### src/rtl/qsn_pkg.sv
// qsn_pkg
//   Shared constants, types and helpers for the 85-lane QSN return path.
//   - CHECK_PARALLELISM     : lane count P, also the rotation modulus
//   - QUAN_SIZE             : number of quantised bit-planes
//   - BITWIDTH_SHIFT_FACTOR : width of a shift factor
//   - inv_shift(s)          : inverse rotation amount (P-s)%P
//   - rotate_down(d, w)     : one barrel stage, result[i] = d[(i+w) mod P]
package qsn_pkg;

  localparam int CHECK_PARALLELISM     = 85;
  localparam int QUAN_SIZE             = 4;
  localparam int BITWIDTH_SHIFT_FACTOR = 7;

  typedef logic [BITWIDTH_SHIFT_FACTOR-1:0]            shift_t;
  typedef logic [CHECK_PARALLELISM-1:0]                lanes_t;
  typedef logic [QUAN_SIZE-1:0][CHECK_PARALLELISM-1:0] planes_t;

  // Only called with s < P, so the subtraction never goes negative.
  function automatic shift_t inv_shift(input shift_t s);
    return shift_t'((CHECK_PARALLELISM - int'(s)) % CHECK_PARALLELISM);
  endfunction

  // Applying these stages one after another adds their amounts mod P, so the
  // bits of r (64..1) together move lane (i+r) mod P onto lane i.
  function automatic lanes_t rotate_down(input lanes_t d, input int w);
    lanes_t res;
    for (int i = 0; i < CHECK_PARALLELISM; i++) begin
      res[i] = d[(i + w) % CHECK_PARALLELISM];
    end
    return res;
  endfunction

endpackage

### src/rtl/shift_factor_fifo.sv
// shift_factor_fifo
//   Synchronous FIFO holding forward shift factors until their return data
//   arrives. Push is ignored while full and pop is ignored while empty.
//   Ports:
//     sys_clk, rstn  : clock, synchronous active-low clear
//     push, din      : write request and data
//     pop, dout      : read request and head-of-queue data (combinational)
//     full, empty    : status decoded from the registered level
//     level          : entries currently stored (0..DEPTH)
module shift_factor_fifo #(
  parameter int WIDTH = 7,
  parameter int DEPTH = 8
) (
  input  logic                     sys_clk,
  input  logic                     rstn,
  input  logic                     push,
  input  logic [WIDTH-1:0]         din,
  input  logic                     pop,
  output logic [WIDTH-1:0]         dout,
  output logic                     full,
  output logic                     empty,
  output logic [$clog2(DEPTH):0]   level
);

  localparam int AW = $clog2(DEPTH);

  logic [WIDTH-1:0] mem [DEPTH];
  logic [AW-1:0]    wr_ptr;
  logic [AW-1:0]    rd_ptr;
  logic             do_push;
  logic             do_pop;

  assign full    = (level == (AW+1)'(DEPTH));
  assign empty   = (level == '0);
  assign do_push = push & ~full;
  assign do_pop  = pop & ~empty;
  assign dout    = mem[rd_ptr];

  // DEPTH is a power of two, so the pointers wrap on their own.
  always_ff @(posedge sys_clk) begin
    if (!rstn) begin
      wr_ptr <= '0;
      rd_ptr <= '0;
      level  <= '0;
    end else begin
      if (do_push) wr_ptr <= wr_ptr + 1'b1;
      if (do_pop)  rd_ptr <= rd_ptr + 1'b1;
      unique case ({do_push, do_pop})
        2'b10:   level <= level + 1'b1;
        2'b01:   level <= level - 1'b1;
        default: level <= level;
      endcase
    end
  end

  always_ff @(posedge sys_clk) begin
    if (do_push) mem[wr_ptr] <= din;
  end

endmodule

### src/rtl/qsn_inverse_shifter_85b.sv
// qsn_inverse_shifter_85b
//   Return-path de-permutation for the 85-lane QSN. Forward shift factors are
//   queued as issued; each returning CNU word pops one and is rotated back by
//   r=(P-s)%P through a 7-stage log barrel shifter spread over
//   BS_PIPELINE_LEVEL register stages.
//   Ports:
//     sys_clk, rstn                      : clock, synchronous active-low reset
//     fwd_shift_valid/factor/ready       : forward shift factor push handshake
//     sw_in_valid, sw_in_bit0..3         : permuted return bit-planes
//     sw_out_valid, sw_out_bit0..3       : bit-planes back in VNU order
//     fifo_level                         : shift factors currently queued
//     err_range, err_underflow           : sticky error flags
module qsn_inverse_shifter_85b
  import qsn_pkg::*;
#(
  parameter int BS_PIPELINE_LEVEL = 2,
  parameter int SHIFT_FIFO_DEPTH  = 8
) (
  input  logic                                sys_clk,
  input  logic                                rstn,
  input  logic                                fwd_shift_valid,
  input  logic [BITWIDTH_SHIFT_FACTOR-1:0]    fwd_shift_factor,
  output logic                                fwd_shift_ready,
  input  logic                                sw_in_valid,
  input  logic [CHECK_PARALLELISM-1:0]        sw_in_bit0,
  input  logic [CHECK_PARALLELISM-1:0]        sw_in_bit1,
  input  logic [CHECK_PARALLELISM-1:0]        sw_in_bit2,
  input  logic [CHECK_PARALLELISM-1:0]        sw_in_bit3,
  output logic                                sw_out_valid,
  output logic [CHECK_PARALLELISM-1:0]        sw_out_bit0,
  output logic [CHECK_PARALLELISM-1:0]        sw_out_bit1,
  output logic [CHECK_PARALLELISM-1:0]        sw_out_bit2,
  output logic [CHECK_PARALLELISM-1:0]        sw_out_bit3,
  output logic [$clog2(SHIFT_FIFO_DEPTH):0]   fifo_level,
  output logic                                err_range,
  output logic                                err_underflow
);

  logic   fifo_full;
  logic   fifo_empty;
  logic   range_ok;
  shift_t head_s;
  shift_t r0;

  assign range_ok        = (fwd_shift_factor < shift_t'(CHECK_PARALLELISM));
  assign fwd_shift_ready = ~fifo_full;

  // The FIFO gates push with full and pop with empty itself, so a push and a
  // pop on an empty FIFO leave the pushed factor queued (no bypass).
  shift_factor_fifo #(
    .WIDTH (BITWIDTH_SHIFT_FACTOR),
    .DEPTH (SHIFT_FIFO_DEPTH)
  ) u_fifo (
    .sys_clk (sys_clk),
    .rstn    (rstn),
    .push    (fwd_shift_valid & range_ok),
    .din     (fwd_shift_factor),
    .pop     (sw_in_valid),
    .dout    (head_s),
    .full    (fifo_full),
    .empty   (fifo_empty),
    .level   (fifo_level)
  );

  // Underflowing data passes straight through.
  assign r0 = (sw_in_valid && !fifo_empty) ? inv_shift(head_s) : '0;

  always_ff @(posedge sys_clk) begin
    if (!rstn) begin
      err_range     <= 1'b0;
      err_underflow <= 1'b0;
    end else begin
      if (fwd_shift_valid && fwd_shift_ready && !range_ok) err_range <= 1'b1;
      if (sw_in_valid && fifo_empty)                       err_underflow <= 1'b1;
    end
  end

  planes_t pipe_d [BS_PIPELINE_LEVEL];
  shift_t  pipe_r [BS_PIPELINE_LEVEL];
  logic    pipe_v [BS_PIPELINE_LEVEL];

  // Barrel stage k (weight 2^(6-k)) sits in front of register level
  // floor(k*LEVELS/7), so stages are spread evenly and LEVELS=1 puts all
  // seven ahead of the single output register.
  for (genvar l = 0; l < BS_PIPELINE_LEVEL; l++) begin : g_lvl
    planes_t d_in;
    planes_t d_rot;
    shift_t  r_in;
    logic    v_in;

    if (l == 0) begin : g_first
      assign d_in = {sw_in_bit3, sw_in_bit2, sw_in_bit1, sw_in_bit0};
      assign r_in = r0;
      assign v_in = sw_in_valid;
    end else begin : g_next
      assign d_in = pipe_d[l-1];
      assign r_in = pipe_r[l-1];
      assign v_in = pipe_v[l-1];
    end

    always_comb begin
      d_rot = d_in;
      for (int k = 0; k < BITWIDTH_SHIFT_FACTOR; k++) begin
        if (((k * BS_PIPELINE_LEVEL) / BITWIDTH_SHIFT_FACTOR) == l &&
            r_in[BITWIDTH_SHIFT_FACTOR-1-k]) begin
          for (int q = 0; q < QUAN_SIZE; q++) begin
            d_rot[q] = rotate_down(d_rot[q], 1 << (BITWIDTH_SHIFT_FACTOR-1-k));
          end
        end
      end
    end

    // Data and residual only load on valid; bubbles move just the valid bit.
    always_ff @(posedge sys_clk) begin
      if (!rstn) begin
        pipe_v[l] <= 1'b0;
        pipe_d[l] <= '0;
        pipe_r[l] <= '0;
      end else begin
        pipe_v[l] <= v_in;
        if (v_in) begin
          pipe_d[l] <= d_rot;
          pipe_r[l] <= r_in;
        end
      end
    end
  end

  assign sw_out_valid = pipe_v[BS_PIPELINE_LEVEL-1];
  assign sw_out_bit0  = pipe_d[BS_PIPELINE_LEVEL-1][0];
  assign sw_out_bit1  = pipe_d[BS_PIPELINE_LEVEL-1][1];
  assign sw_out_bit2  = pipe_d[BS_PIPELINE_LEVEL-1][2];
  assign sw_out_bit3  = pipe_d[BS_PIPELINE_LEVEL-1][3];

endmodule
### config.mk
export PLATFORM = sky130hd
export DESIGN_NAME = qsn_inverse_shifter_85b
export DESIGN_NICKNAME = d
export VERILOG_FILES = /design/src/rtl/qsn_pkg.sv /design/src/rtl/shift_factor_fifo.sv /design/src/rtl/qsn_inverse_shifter_85b.sv
export SDC_FILE = /design/constraint.sdc
export NUM_CORES = 2
export LEC_CHECK = 0
export CAP_MARGIN = 15
export CELL_PAD_IN_SITES_DETAIL_PLACEMENT = 1
export CELL_PAD_IN_SITES_GLOBAL_PLACEMENT = 1
export CORE_UTILIZATION = 34
export CTS_CLUSTER_DIAMETER = 30
export DETAILED_ROUTE_END_ITERATION = 16
export PLACE_DENSITY = 0.72
export SLEW_MARGIN = 20
export SYNTH_ARGS = -nofsm -noshare
export SYNTH_HDL_FRONTEND = slang
export SYNTH_SLANG_ARGS = --single-unit
### constraint.sdc
create_clock -name sys_clk -period 21.2 [get_ports sys_clk]
set_input_delay 3.18 -clock sys_clk [delete_from_list [all_inputs] [get_ports sys_clk]]
set_output_delay 3.18 -clock sys_clk [all_outputs]
set_load 0.05 [all_outputs]
==> results.sh <==
export IMPL_peakVddDrop_mv=0.1786
export IMPL_cts_hold_buf=0
export IMPL_postCtsSetupBuffers=0
export IMPL_synth_fa_ha_area_share_pct=0.2956
export IMPL_synth_ff_type="edfxtp_1"
export IMPL_synth_edf_count=739
export IMPL_finalWorstPathRequiredPeriod_ns=10.38
export IMPL_status="finished, final reports clean"
export IMPL_ys_seq_elements=756
export IMPL_cap_violations=0
export IMPL_post_route_period_util_pct=48.98
export IMPL_setup_viol=0
export IMPL_synth_avg_cell_area_um2=11.69
export IMPL_cp_slowest_stage_delay_ns=0.84
export IMPL_fin_cells=7817
export IMPL_cts_max_level=4
export IMPL_grtUsageTotal_pct=30.31
export IMPL_synth_area_leaders="edfxtp_1 (39%), mux2i_1 (19%), mux4_2 (14%)"
export IMPL_ys_types=81
export IMPL_grt_overflow_total=0
export IMPL_ys_seq_area_share_pct=39.14
export IMPL_cts_sinks=756
export IMPL_ff_latch_area_mm2=0.02253
export IMPL_criticalPathCategory="reg -> reg"
export IMPL_fin_setup_tns_ns=0
export IMPL_drt_initial_drc_count=6163
export IMPL_yosys_area_share_simple_pct=7.306
export IMPL_core_mm2=0.1676
export IMPL_crit_required_ns=21.86
export IMPL_grt_pass1_wl_um=378400
export IMPL_clk_path_buf_depth=3
export IMPL_worstMarginPinSlew_ns=1.253
export IMPL_insertion_delay_ns=0.86
export IMPL_totalWireLength_um=266500
export IMPL_dp_hpwl_um=191200
export IMPL_die_h_um=413.5
export IMPL_via_count=50770
export IMPL_cts_repair_resized=0
export IMPL_end_kind="flip-flop"
export IMPL_path_delay_family="buffers and inverters"
export IMPL_grt_start_max_net_pins=141
export IMPL_yosys_area_top_type="edfxtp_1"
export IMPL_first_pass_iters=9
export IMPL_syn_nets=5288
export IMPL_p_leak_nw=26.99
export IMPL_crit_top_cell="buf_4"
export IMPL_hold_path_class="reg -> reg"
export IMPL_fillers=17570
export IMPL_die_w_um=413.5
export IMPL_final_area_mm2=0.07302
export IMPL_io_pin_count=699
export IMPL_drc=0
export IMPL_initial_utilization_pct=34.34
export IMPL_async_reset_ff_share_pct=0
export IMPL_detail_route_wl_per_cell_um=34.09
export IMPL_placed_area_mm2=0.06591
export IMPL_placedCellCount=7409
export IMPL_gp_congestion=0.9670
export IMPL_clock_skew_ns=0.04803
export IMPL_fmax_mhz=96.30
export IMPL_syn_inst=4924
export IMPL_power_total_mw=11.22
export IMPL_synthXorXnorAreaFrac_pct=0.1674
export IMPL_yosysWarnings=0
export IMPL_die_area_mm2=0.1709
export IMPL_final_net_count=5781
export IMPL_synthMuxAreaShare_pct=35.13
export IMPL_cp_start_kind="flip-flop"
export IMPL_placementRows=150
export IMPL_vias_per_cell=6.494
export IMPL_whs_ns=0.5565
export IMPL_critical_path_slowest_cell="dfxtp_1"
export IMPL_cts_tree="yes"
export IMPL_synth_compound_area_share_pct=13.77
export IMPL_path_clk_slew_ns=0.05
export IMPL_cp_buffers_inverters=6
export IMPL_drive_gt1_share_pct=16.42
export IMPL_syn_to_final_growth_pct=26.85
export IMPL_maxSlewHeadroom_pct=14.05
export IMPL_cts_root_buf="clkbuf_16"
export IMPL_hold_viol=0
export IMPL_grt_pass1_vias=51340
export IMPL_port_buffers=698
export IMPL_synth_top_family_by_area="multiplexers"
export IMPL_rsz0062_at_grt="no"
export IMPL_antenna_found_initial=47
export IMPL_powerDensity_mw_per_mm2=153.7
export IMPL_multi_input_area_mm2=0.03280
export IMPL_cts_made_buffers=209
export IMPL_slew_viol_final=0
export IMPL_arrival_ns=11.04
export IMPL_ant_nets=0
export IMPL_syn_area_mm2=0.05756
export IMPL_synth_top_area_share_pct=38.55
export IMPL_path_max_fanout=53
==> cell type report <==
type	instances	area share, %
clock inverters	167	2.358
inverters	25	0.1285
diodes	16	0.05483
multi-input cells	3642	44.92
well taps	2204	3.777
flip-flops and latches	756	30.86
clock buffers	224	7.283
repair buffers	783	10.62
==> logic make-up after synthesis <==
logic type | count (synthesis)
multiplexers | 1547
AO/OA/AOI/OAI | 1071
AND/OR/NAND/NOR | 1000
flip-flops | 756
buffers and inverters | 526
adder cells (fa/ha/maj) | 13
XOR/XNOR | 11
==> worst paths after layout <==
check / startpoint / cells past startpoint / endpoint / slack (ns)
max: flip-flop / 28 / pipe_d[0][282] / 10.82
min: u_fifo.rd_ptr[1] / 2 / flip-flop / 0.56
max reg2reg: flip-flop / 28 / pipe_d[0][282] / 10.82
min reg2reg: u_fifo.rd_ptr[1] / 2 / flip-flop / 0.56
==> routing by layer <==
layer	up-vias	part of all wire (%)	track usage (%)
li1	21000	-	-
met1	26050	39	38.74
met2	3015	46	47.34
met3	654	9.3	7.455
met4	54	5.4	15.75
met5	-	0.13	0
==> layout by cell type, fill, tap and decap left out, drive strengths merged, types with 10 or more instances in the layout <==
master,Yosys,layout
a2111oi,10,10
diode,0,16
dfxtp,17,17
a2bb2oi,10,10
clkinv,1,89
a32oi,32,32
ha,12,12
nor2,388,388
a21o,28,28
o221ai,33,33
and2,12,12
a31oi,20,20
mux2i,1106,1106
mux2,71,71
o21ai,215,215
o211ai,103,103
a221o,96,96
mux4,370,370
a211oi,19,19
o22ai,33,33
nand3,164,164
nor3,24,24
inv,24,57
nand4,10,10
buf,281,85
a211o,18,18
a22oi,203,203
or3,14,14
bufinv,0,22
a221oi,107,107
clkinvlp,0,24
a21boi,14,14
clkdlybuf4s50,0,698
edfxtp,739,739
nand2,356,356
a41o,11,11
a21oi,68,68
clkbuf,220,224
o2111ai,10,10
o21a,14,14
==> synth_stat cells, drive strengths merged, types with 19 or more instances <==
cell,n
inv,24
clkbuf,220
mux4,370
a221oi,107
a21o,28
a31oi,20
o22ai,33
mux2i,1106
buf,281
a32oi,32
a22oi,203
mux2,71
nand3,164
o21ai,215
nor3,24
a221o,96
o211ai,103
a211oi,19
nand2,356
edfxtp,739
o221ai,33
nor2,388
a21oi,68
==> per-stage QoR <==
step           setup slack [ns]  util (%)
2_1_floorplan             9.060         -
3_3_place_gp              11.45     39.32
3_5_place_dp              11.14     39.32
4_1_cts                   11.03     43.52
5_1_grt                   10.31     43.55
6_report                  10.82     43.57
==> worst min-delay path: cells and delay by family (launching register included) <==
kind	cells	cell delay (ns)
flip-flops	1	0.32
AO/OA/AOI/OAI	1	0.11
AND/OR/NAND/NOR	1	0.06
==> power breakdown <==
| part | switching [mW] | leakage (nW) | internal (mW) |
|---|---|---|---|
| combinational | 3.54 | 15.5 | 2.07 |
| sequential | 0.416 | 8.05 | 2.05 |
| clock | 1.06 | 3.40 | 2.08 |
==> registers in the layout, summed over array words and instances (netlist names), named ones only <==
| name | count |
|---|---|
| pipe_d | 680 |
| u_fifo.mem | 56 |
| u_fifo.level | 4 |
| pipe_r | 3 |
| u_fifo.rd_ptr | 3 |
| u_fifo.wr_ptr | 3 |
| pipe_v | 2 |
| err_range | 1 |
| err_underflow | 1 |
(Power assumes the default switching activity.)
